[config.mk]
export PLATFORM = sky130hd
export DESIGN_NAME = alu_dispatch_flat
export DESIGN_NICKNAME = d
export VERILOG_FILES = /design/src/rtl/alu_dispatch_if.sv /design/src/rtl/alu_dispatch.sv /design/src/flat_wrapper.sv
export SDC_FILE = /design/constraint.sdc
export NUM_CORES = 1
export LEC_CHECK = 0
export ABC_CLOCK_PERIOD_IN_PS = 2700
export CAP_MARGIN = 20
export CORE_MARGIN = 2
export CORE_UTILIZATION = 40
export DETAILED_ROUTE_END_ITERATION = 12
export PLACE_DENSITY = 0.66
export SYNTH_ARGS = -nofsm -noshare
export SYNTH_HDL_FRONTEND = slang
export SYNTH_SLANG_ARGS = --single-unit
[constraint.sdc]
create_clock -name clock -period 2.7 [get_ports clock]
set_clock_uncertainty 0.15 [all_clocks]
set_input_delay 0.405 -clock clock [delete_from_list [all_inputs] [get_ports clock]]
set_output_delay 0.405 -clock clock [all_outputs]
set_load 0.005 [all_outputs]
[src/rtl/alu_dispatch_if.sv]
// Signal bundle between alu_dispatch and its producer, ALU and consumer.
// master = the dispatcher's view; slave = the surrounding environment.
interface alu_dispatch_if #(
  parameter int N     = 4,
  parameter int DEPTH = 4
);
  localparam int CW = $clog2(DEPTH) + 1;

  logic          in_valid;
  logic          in_ready;
  logic [N-1:0]  in_A;
  logic [N-1:0]  in_B;
  logic [CW-1:0] count;

  logic          alu_start;
  logic [N-1:0]  alu_A;
  logic [N-1:0]  alu_B;
  logic          alu_finished;
  logic [N-1:0]  alu_Y;
  logic [N-1:0]  alu_X;

  logic          out_valid;
  logic          out_ready;
  logic [N-1:0]  out_Y;
  logic [N-1:0]  out_X;
  logic          out_error;

  modport master (
    input  in_valid, in_A, in_B, alu_finished, alu_Y, alu_X, out_ready,
    output in_ready, count, alu_start, alu_A, alu_B, out_valid, out_Y, out_X, out_error
  );

  modport slave (
    output in_valid, in_A, in_B, alu_finished, alu_Y, alu_X, out_ready,
    input  in_ready, count, alu_start, alu_A, alu_B, out_valid, out_Y, out_X, out_error
  );
endinterface

[src/rtl/alu_dispatch.sv]
// Operand FIFO + single-op launcher for the sequential ALU, result held under valid/ready.
// Optional WAIT-state watchdog enabled by defining ALU_DISPATCH_TIMEOUT_EN.
//
// state | meaning
// IDLE  | waiting for an operand pair in the FIFO
// ISSUE | alu_start pulse, operands already registered
// WAIT  | ALU busy, waiting for alu_finished (or timeout)
// HOLD  | result presented to consumer until out_ready
module alu_dispatch #(
  parameter int N       = 4,
  parameter int DEPTH   = 4,
  parameter int TIMEOUT = 64
) (
  input  logic           clock,
  input  logic           reset,
  alu_dispatch_if.master io
);
  localparam int AW = $clog2(DEPTH);
  localparam int CW = AW + 1;

  if (DEPTH < 2 || (DEPTH & (DEPTH - 1)) != 0 || TIMEOUT < 1) begin : g_bad_params
    $error("alu_dispatch: DEPTH must be a power of two >= 2 and TIMEOUT >= 1");
  end

  typedef enum logic [1:0] {IDLE, ISSUE, WAIT, HOLD} state_t;

  state_t         state;
  state_t         state_nx;
  logic [2*N-1:0] mem [DEPTH];
  logic [AW-1:0]  wptr;
  logic [AW-1:0]  rptr;
  logic [CW-1:0]  cnt;
  logic           full;
  logic           empty;
  logic           push;
  logic           pop;
  logic           fin_take;
  logic           tmo_take;
  logic [N-1:0]   a_q;
  logic [N-1:0]   b_q;
  logic [N-1:0]   y_q;
  logic [N-1:0]   x_q;
  logic           start_o;
  logic           valid_o;

  assign full     = (cnt == CW'(DEPTH));
  assign empty    = (cnt == '0);
  assign push     = io.in_valid && io.in_ready;
  assign pop      = !empty && ((state == IDLE) || (state == HOLD && io.out_ready));
  assign fin_take = (state == WAIT) && io.alu_finished;

`ifdef ALU_DISPATCH_TIMEOUT_EN
  localparam int TW = $clog2(TIMEOUT + 1);
  logic [TW-1:0] tcnt;
  logic          err_q;

  // Held at zero outside WAIT, so it starts from zero on every WAIT entry.
  always_ff @(posedge clock) begin
    if (reset || state != WAIT) tcnt <= '0;
    else                        tcnt <= tcnt + 1'b1;
  end

  assign tmo_take = (state == WAIT) && !io.alu_finished && (tcnt == TW'(TIMEOUT - 1));

  always_ff @(posedge clock) begin
    if (reset)         err_q <= 1'b0;
    else if (fin_take) err_q <= 1'b0;
    else if (tmo_take) err_q <= 1'b1;
  end

  assign io.out_error = err_q;
`else
  assign tmo_take     = 1'b0;
  assign io.out_error = 1'b0;
`endif

  always_ff @(posedge clock) begin
    if (push) mem[wptr] <= {io.in_A, io.in_B};
  end

  always_ff @(posedge clock) begin
    if (reset) begin
      wptr <= '0;
      rptr <= '0;
      cnt  <= '0;
    end else begin
      if (push) wptr <= wptr + 1'b1;
      if (pop)  rptr <= rptr + 1'b1;
      case ({push, pop})
        2'b10:   cnt <= cnt + 1'b1;
        2'b01:   cnt <= cnt - 1'b1;
        default: cnt <= cnt;
      endcase
    end
  end

  always_ff @(posedge clock) begin
    if (reset) begin
      a_q <= '0;
      b_q <= '0;
      y_q <= '0;
      x_q <= '0;
    end else begin
      if (pop) {a_q, b_q} <= mem[rptr];
      if (fin_take) begin
        y_q <= io.alu_Y;
        x_q <= io.alu_X;
      end else if (tmo_take) begin
        y_q <= '1;
        x_q <= '1;
      end
    end
  end

  always_ff @(posedge clock) begin
    if (reset) state <= IDLE;
    else       state <= state_nx;
  end

  always_comb begin
    state_nx = state;
    case (state)
      IDLE:    if (!empty) state_nx = ISSUE;
      ISSUE:   state_nx = WAIT;
      WAIT:    if (fin_take || tmo_take) state_nx = HOLD;
      HOLD:    if (io.out_ready) state_nx = empty ? IDLE : ISSUE;
      default: state_nx = IDLE;
    endcase
  end

  always_comb begin
    start_o = 1'b0;
    valid_o = 1'b0;
    case (state)
      ISSUE:   start_o = 1'b1;
      HOLD:    valid_o = 1'b1;
      default: ;
    endcase
  end

  // in_ready is gated by reset so nothing is accepted while the block is being cleared.
  assign io.in_ready  = !full && !reset;
  assign io.count     = cnt;
  assign io.alu_start = start_o;
  assign io.alu_A     = a_q;
  assign io.alu_B     = b_q;
  assign io.out_valid = valid_o;
  assign io.out_Y     = y_q;
  assign io.out_X     = x_q;
endmodule

[src/flat_wrapper.sv]
// flat-port wrapper written by rule: the top's interface ports become plain ports
module alu_dispatch_flat 
#(
  parameter int N       = 4,
  parameter int DEPTH   = 4,
  parameter int TIMEOUT = 64
)
  (clock, reset, io_in_valid, io_in_A, io_in_B, io_alu_finished, io_alu_Y, io_alu_X, io_out_ready, io_in_ready, io_count, io_alu_start, io_alu_A, io_alu_B, io_out_valid, io_out_Y, io_out_X, io_out_error);
  alu_dispatch_if #(.N(N), .DEPTH(DEPTH)) io_i ();
  input  logic clock;
  input  logic reset;
  input wire logic [$bits(io_i.in_valid)-1:0] io_in_valid;
  input wire logic [$bits(io_i.in_A)-1:0] io_in_A;
  input wire logic [$bits(io_i.in_B)-1:0] io_in_B;
  input wire logic [$bits(io_i.alu_finished)-1:0] io_alu_finished;
  input wire logic [$bits(io_i.alu_Y)-1:0] io_alu_Y;
  input wire logic [$bits(io_i.alu_X)-1:0] io_alu_X;
  input wire logic [$bits(io_i.out_ready)-1:0] io_out_ready;
  output wire logic [$bits(io_i.in_ready)-1:0] io_in_ready;
  output wire logic [$bits(io_i.count)-1:0] io_count;
  output wire logic [$bits(io_i.alu_start)-1:0] io_alu_start;
  output wire logic [$bits(io_i.alu_A)-1:0] io_alu_A;
  output wire logic [$bits(io_i.alu_B)-1:0] io_alu_B;
  output wire logic [$bits(io_i.out_valid)-1:0] io_out_valid;
  output wire logic [$bits(io_i.out_Y)-1:0] io_out_Y;
  output wire logic [$bits(io_i.out_X)-1:0] io_out_X;
  output wire logic [$bits(io_i.out_error)-1:0] io_out_error;
  assign io_i.in_valid = io_in_valid;
  assign io_i.in_A = io_in_A;
  assign io_i.in_B = io_in_B;
  assign io_i.alu_finished = io_alu_finished;
  assign io_i.alu_Y = io_alu_Y;
  assign io_i.alu_X = io_alu_X;
  assign io_i.out_ready = io_out_ready;
  assign io_in_ready = io_i.in_ready;
  assign io_count = io_i.count;
  assign io_alu_start = io_i.alu_start;
  assign io_alu_A = io_i.alu_A;
  assign io_alu_B = io_i.alu_B;
  assign io_out_valid = io_i.out_valid;
  assign io_out_Y = io_i.out_Y;
  assign io_out_X = io_i.out_X;
  assign io_out_error = io_i.out_error;
  alu_dispatch #(.N(N), .DEPTH(DEPTH), .TIMEOUT(TIMEOUT)) u_core (.clock(clock), .reset(reset), .io(io_i));
endmodule
== After elaboration in Yosys (flattened, before gate mapping) ==
Memory sizes are Yosys's and may differ from the RTL's. A register that Yosys moved wholly into a read port is not among the register bits.
Cells that the tools add are included.

* Register bits after elaboration: 17
* Bits in writable memories: 32
* Input bits: 21
* Logic and storage cells: 43
* Memories: 1

* $add $sub $neg: 4
* Equality and inequality tests: 9
* Multiplexer cells: 10
* Reductions and logical operators: 13

{| class="wikitable"
|+ Memories
! name !! depth !! width !! rd ports !! clocked after Yosys merged registers in !! wr ports !! RTL line !! RTL
|-
| u_core.mem || 4 || 8 || 1 || 1 || 1 || alu_dispatch.sv:29 || <nowiki>logic [2*N-1:0] mem [DEPTH];</nowiki>
|}

{| class="wikitable"
|+ Operators with widths
! cell !! number
|-
| $pmux 2 s4 || 1
|-
| $eq 2x2->1 const B || 3
|-
| $mux 2 || 3
|-
| $pmux 3 s2 || 1
|-
| $logic_and 1x1->1 || 5
|-
| $mux 1 || 5
|-
| $add 2x1->2 const B || 2
|-
| $eq 2x1->1 const B || 2
|-
| $ne 2x2->1 const B || 2
|-
| $add 3x1->3 const B || 1
|-
| $eq 3x3->1 const B || 1
|-
| $logic_not 1->1 || 3
|-
| $logic_not 3->1 || 1
|-
| $reduce_and 3->1 || 1
|-
| $sub 3x1->3 const B || 1
|-
| $logic_not 2->1 || 1
|-
| $ne 2x1->1 const B || 1
|-
| $reduce_bool 2->1 || 1
|-
| $logic_or 1x1->1 || 1
|}

== Logic depth before layout (Yosys ltp) ==
* Depth in word-level cells: 6
* Mapped depth: 11

== Worst setup path before layout ==
OpenSTA, ideal clock, no wires.

* Kind: reg2reg
* Start point: register u_core.state[0]
* End point: register u_core.cnt[2], in the netlist u_core.io.count[2]
* Arrival time: 2,367 ps
* Slack: 113 ps
* Cell stages (with the launch flop): 12
* Buffers on the path: 1
* Clock period less this slack: 2,587 ps
* Cells stage by stage: dfxtp_1 inv_1 ha_1 a21oi_1 or2_2 buf_6 inv_6 ha_1 fa_1 xnor2_1 or3_2 a21oi_1

* Word-level cells in the longest chain between the ends: 6
* Elaborated cells on any way between the ends: 9
* Classes of those cells: eq/ne: 3; mux: 1; reduce/logical: 5

{| class="wikitable"
|+ Ends and longest elaborated chain
! item !! RTL line !! RTL
|-
| from (decl) || alu_dispatch.sv:27 || <nowiki>state_t state;</nowiki>
|-
| from (signal assigned) || alu_dispatch.sv:117 || <nowiki>else state <= state_nx;</nowiki>
|-
| $eq 2x2->1 || alu_dispatch.sv:49 || <nowiki>assign pop = !empty && ((state == IDLE) || (state == HOLD && io.out_ready));</nowiki>
|-
| $logic_and 1x1->1 || alu_dispatch.sv:49 ||
|-
| $logic_or 1x1->1 (*) || alu_dispatch.sv:49 ||
|-
| $logic_and 1x1->1 (*) || alu_dispatch.sv:49 ||
|-
| named net u_core.pop || alu_dispatch.sv:36 || <nowiki>logic pop;</nowiki>
|-
| $eq 2x1->1 or $eq 2x2->1 (tied branches) || alu_dispatch.sv:89 || <nowiki>case ({push, pop})</nowiki>
|-
| $pmux 3 s2 or $reduce_bool 2->1 (tied branches) || n/a ||
|-
| to (signal assigned) || alu_dispatch.sv:90 || <nowiki>2'b10: cnt <= cnt + 1'b1;</nowiki>
|-
| to (signal assigned) || alu_dispatch.sv:91 || <nowiki>2'b01: cnt <= cnt - 1'b1;</nowiki>
|-
| to (signal assigned) || alu_dispatch.sv:92 || <nowiki>default: cnt <= cnt;</nowiki>
|-
| to (decl) || alu_dispatch.sv:32 || <nowiki>logic [CW-1:0] cnt;</nowiki>
|}

Mark *: on every way through the listed nets, which the timed path passes. The rest lies on a longest branch.
A chain may end at the register's enable or synchronous reset.

== Final worst setup path ==
Same ends and word-level chain as after synthesis.

==> out/results.ini <==
[routing]
vias = 1468
totalWireLength_um = 4230
postRouteAntennaNets = 0
drtIter0Drc = 51
drc_errors = 0
viasPerCell = 4.65
dr.pass1.iters = 4
post_drt_wl_per_cell_um = 13.4

[pwr]
p_leak_nw = 1.08
clockPowerShare = 0.301
p_sw_frac = 0.283
ir_worst_vdd_mv = 0.398
power_frac_comb = 0.298
seqPwrFrac = 0.401
netSwitchingPower_uw = 816
power_density_mw_per_mm2 = 927
internal-power_mw = 2.06

[placed_design]
dpl_cell_area_sq_mm = 0.00289
place.gp.congestion = 0.658
dp_slack_ns = -0.0283
io_buffers = 42
dp_hpwl_um = 2880

[critical_path]
rrSetupSlack_ns = 0.19
crit_path_end = u_core.io.count[2]
r2r-end = u_core.io.count[2]
cp_max_fo = 5
crit_family = adder cells
startpoint_type = flip-flop
crit_type = reg -> reg
slowest_delay_ns = 0.40
cpMaxStageDelayCell = or3_2
critPathBufInv = 2
cp.required_ns = 2.82
startpoint = u_core.state[0]
crit_chain = inv_1 > ha_1 > a21oi_1 > or2_2 > inv_6 > ha_1 > fa_1 > xnor2_1 > or3_2 > a21oi_1
rr_worst_depth = 10
rr_startpoint = u_core.state[0]
worstSetupEndpointType = flip-flop
path_depth = 10
arrival_ns = 2.63

[global_routing]
grt_pass1_vias = 1490
grt_max_degree = 28
overflow = 0
antenna_found_initial = 0
grt_usage = 0.147
grt_pass1_wl_um = 6910

[timing]
grt_setup_unrepaired = no
slew_headroom = 0.572
min_period_over_period = 0.929
period_minus_slack_ns = 2.51
drv_slew = 0
setup_ws_ns = 0.191
fin_setup_tns_ns = 0
final-setup-viol-count = 0
holdWs_ns = 0.306
hold_viol_final = 0
worst_pin_slew_ns = 0.642
fmax_ghz = 0.398

[layout]
n_antenna_cell = 0
final_nets = 268
drive_above_1_share = 0.166
layout_common_cells = clkdlybuf4s50_1 (42), edfxtp_1 (32), nand2_1 (26), dfxtp_1 (23), a21oi_1 (20)
area_delta_synth_final_pct = 31.0
layout_commonest_cell = clkdlybuf4s50_1
postLayoutCellArea_sq_mm = 0.00311

[synth]
synth.distinct_cells = 36
avgSynthCellArea_sq_um = 13.0
synth_warnings = 0
syn_nets = 215
synth.ff_latch_count = 57
synth-seq-area-share = 0.616
synth_area_sq_mm = 0.00237
syn_inst = 183

[cts]
clock_sinks = 57
clk_latency_ns = 0.33
cts_max_level = 3
root_buffer = clkbuf_8
cts_tree = yes
path_clk_slew_ns = 0.07
clockBufferDepth = 2
cts_made_buffers = 9

[run_status]
status = completed

[floorplanning]
pin_count = 44
rows = 28
die_area_sq_mm = 0.00656
core_sq_mm = 0.00582
die_w_um = 81.0
start_util = 0.408
die_y_um = 81.0

[job]
drv_cap = 0

[worst_hold_path]
hp-class = reg -> reg
hold_depth = 2

[timing repair]
action                                  4_1_cts  5_1_grt
hold buffers                                  0        0
buffers inserted                              0        0
endpoints found under the hold margin         0        0
endpoints found under the setup margin        0        1
gates resized for setup                       0        2
[layout make-up]
| type | instances | area [sq um] |
|---|---|---|
| clock buffer | 10 | 128 |
| multi-input combinational | 109 | 807 |
| clock inverter | 6 | 91.3 |
| inverter | 8 | 35.0 |
| tap | 75 | 93.8 |
| sequential | 57 | 1460 |
| fill | 511 | 2710 |
| timing repair buffer | 51 | 488 |
[flip-flops by register name, indices dropped and copies added (netlist names)]
register / flops
u_core.io.out_Y: 4
u_core.io.count: 3
u_core.rptr: 2
u_core.io.alu_A: 4
u_core.io.alu_B: 4
u_core.state: 2
u_core.io.out_X: 4
u_core.mem: 32
u_core.wptr: 2
[worst min-delay path, delay by kind of cell (launching register included)]
kind | cells | cell delay, ns
DFF | 1 | 0.31
and+or+nand+nor | 1 | 0.05
AOI/OAI and AO/OA | 1 | 0.05
[cell families after synthesis]
family | synth area share
buf+inv | 0.0433
other cells | 0.00158
fa+ha+maj | 0.0612
xor+xnor | 0.0185
mux | 0.0844
compound gates | 0.0565
simple gates | 0.118
flops | 0.616
[routing by layer]
layer,global-route usage,part of all wire
met5,0,0
met3,0.0500,0.059
met1,0.157,0.43
met4,0.0915,0.025
met2,0.251,0.49
[cell usage after synthesis]
cell type	instances	share of area
xnor2_1	4	0.015
inv_1	7	0.011
or3_2	1	0.0032
nor3_1	1	0.0021
a21oi_1	20	0.042
buf_6	1	0.0047
nand2b_1	2	0.0053
ha_1	10	0.053
buf_1	2	0.0032
edfxtp_1	32	0.41
o21ai_0	1	0.0021
nor3b_1	1	0.0032
nand3_1	9	0.019
xor2_1	1	0.0037
nor2_1	8	0.013
o2111ai_1	1	0.0037
and3_4	1	0.0047
buf_4	1	0.0032
or4b_1	1	0.0042
conb_1	1	0.0016
buf_2	2	0.0042
a211oi_2	1	0.0053
dfxtp_1	25	0.21
clkbuf_1	1	0.0016
or2_2	1	0.0026
nor3_2	1	0.0042
nand2_1	26	0.041
inv_6	1	0.0037
or3_1	1	0.0026
o31ai_1	1	0.0032
and2_1	4	0.011
mux4_2	8	0.076
mux2i_1	2	0.0084
clkbuf_8	2	0.012
fa_1	1	0.0084
nor2b_1	1	0.0026
[per-stage QoR]
step / instances / total power [mW] / util
after floorplan: 183 / 1.67 / -
after CTS: 316 / 2.92 / 0.534
after global routing: 316 / 3.06 / 0.534
final: 316 / 2.88 / 0.534
after global placement: 300 / 2.03 / 0.496
after detailed placement: 300 / 2.04 / 0.496
[how the worst min path moves through the flow]
stage | from | to
floorplan | u_core.io.alu_A[0] | u_core.io.alu_A[0]
global route | u_core.io.out_X[1] | u_core.io.out_X[1]
detailed placement | u_core.io.out_X[2] | u_core.io.out_X[2]
finish | u_core.io.out_X[1] | u_core.io.out_X[1]
global placement | u_core.io.alu_B[3] | u_core.io.alu_B[3]
CTS | u_core.io.out_X[2] | u_core.io.out_X[2]
[power by group through the flow]
stage | clock network (mW) | logic, mW | registers (mW)
final | 0.868 | 0.857 | 1.15
after global routing | 0.926 | 0.955 | 1.18
after CTS | 0.892 | 0.870 | 1.16
after detailed placement | 0 | 0.862 | 1.18
after global placement | 0 | 0.860 | 1.17
after floorplan | 0 | 0.531 | 1.14
Note: power is estimated with default switching activity, not from simulation.
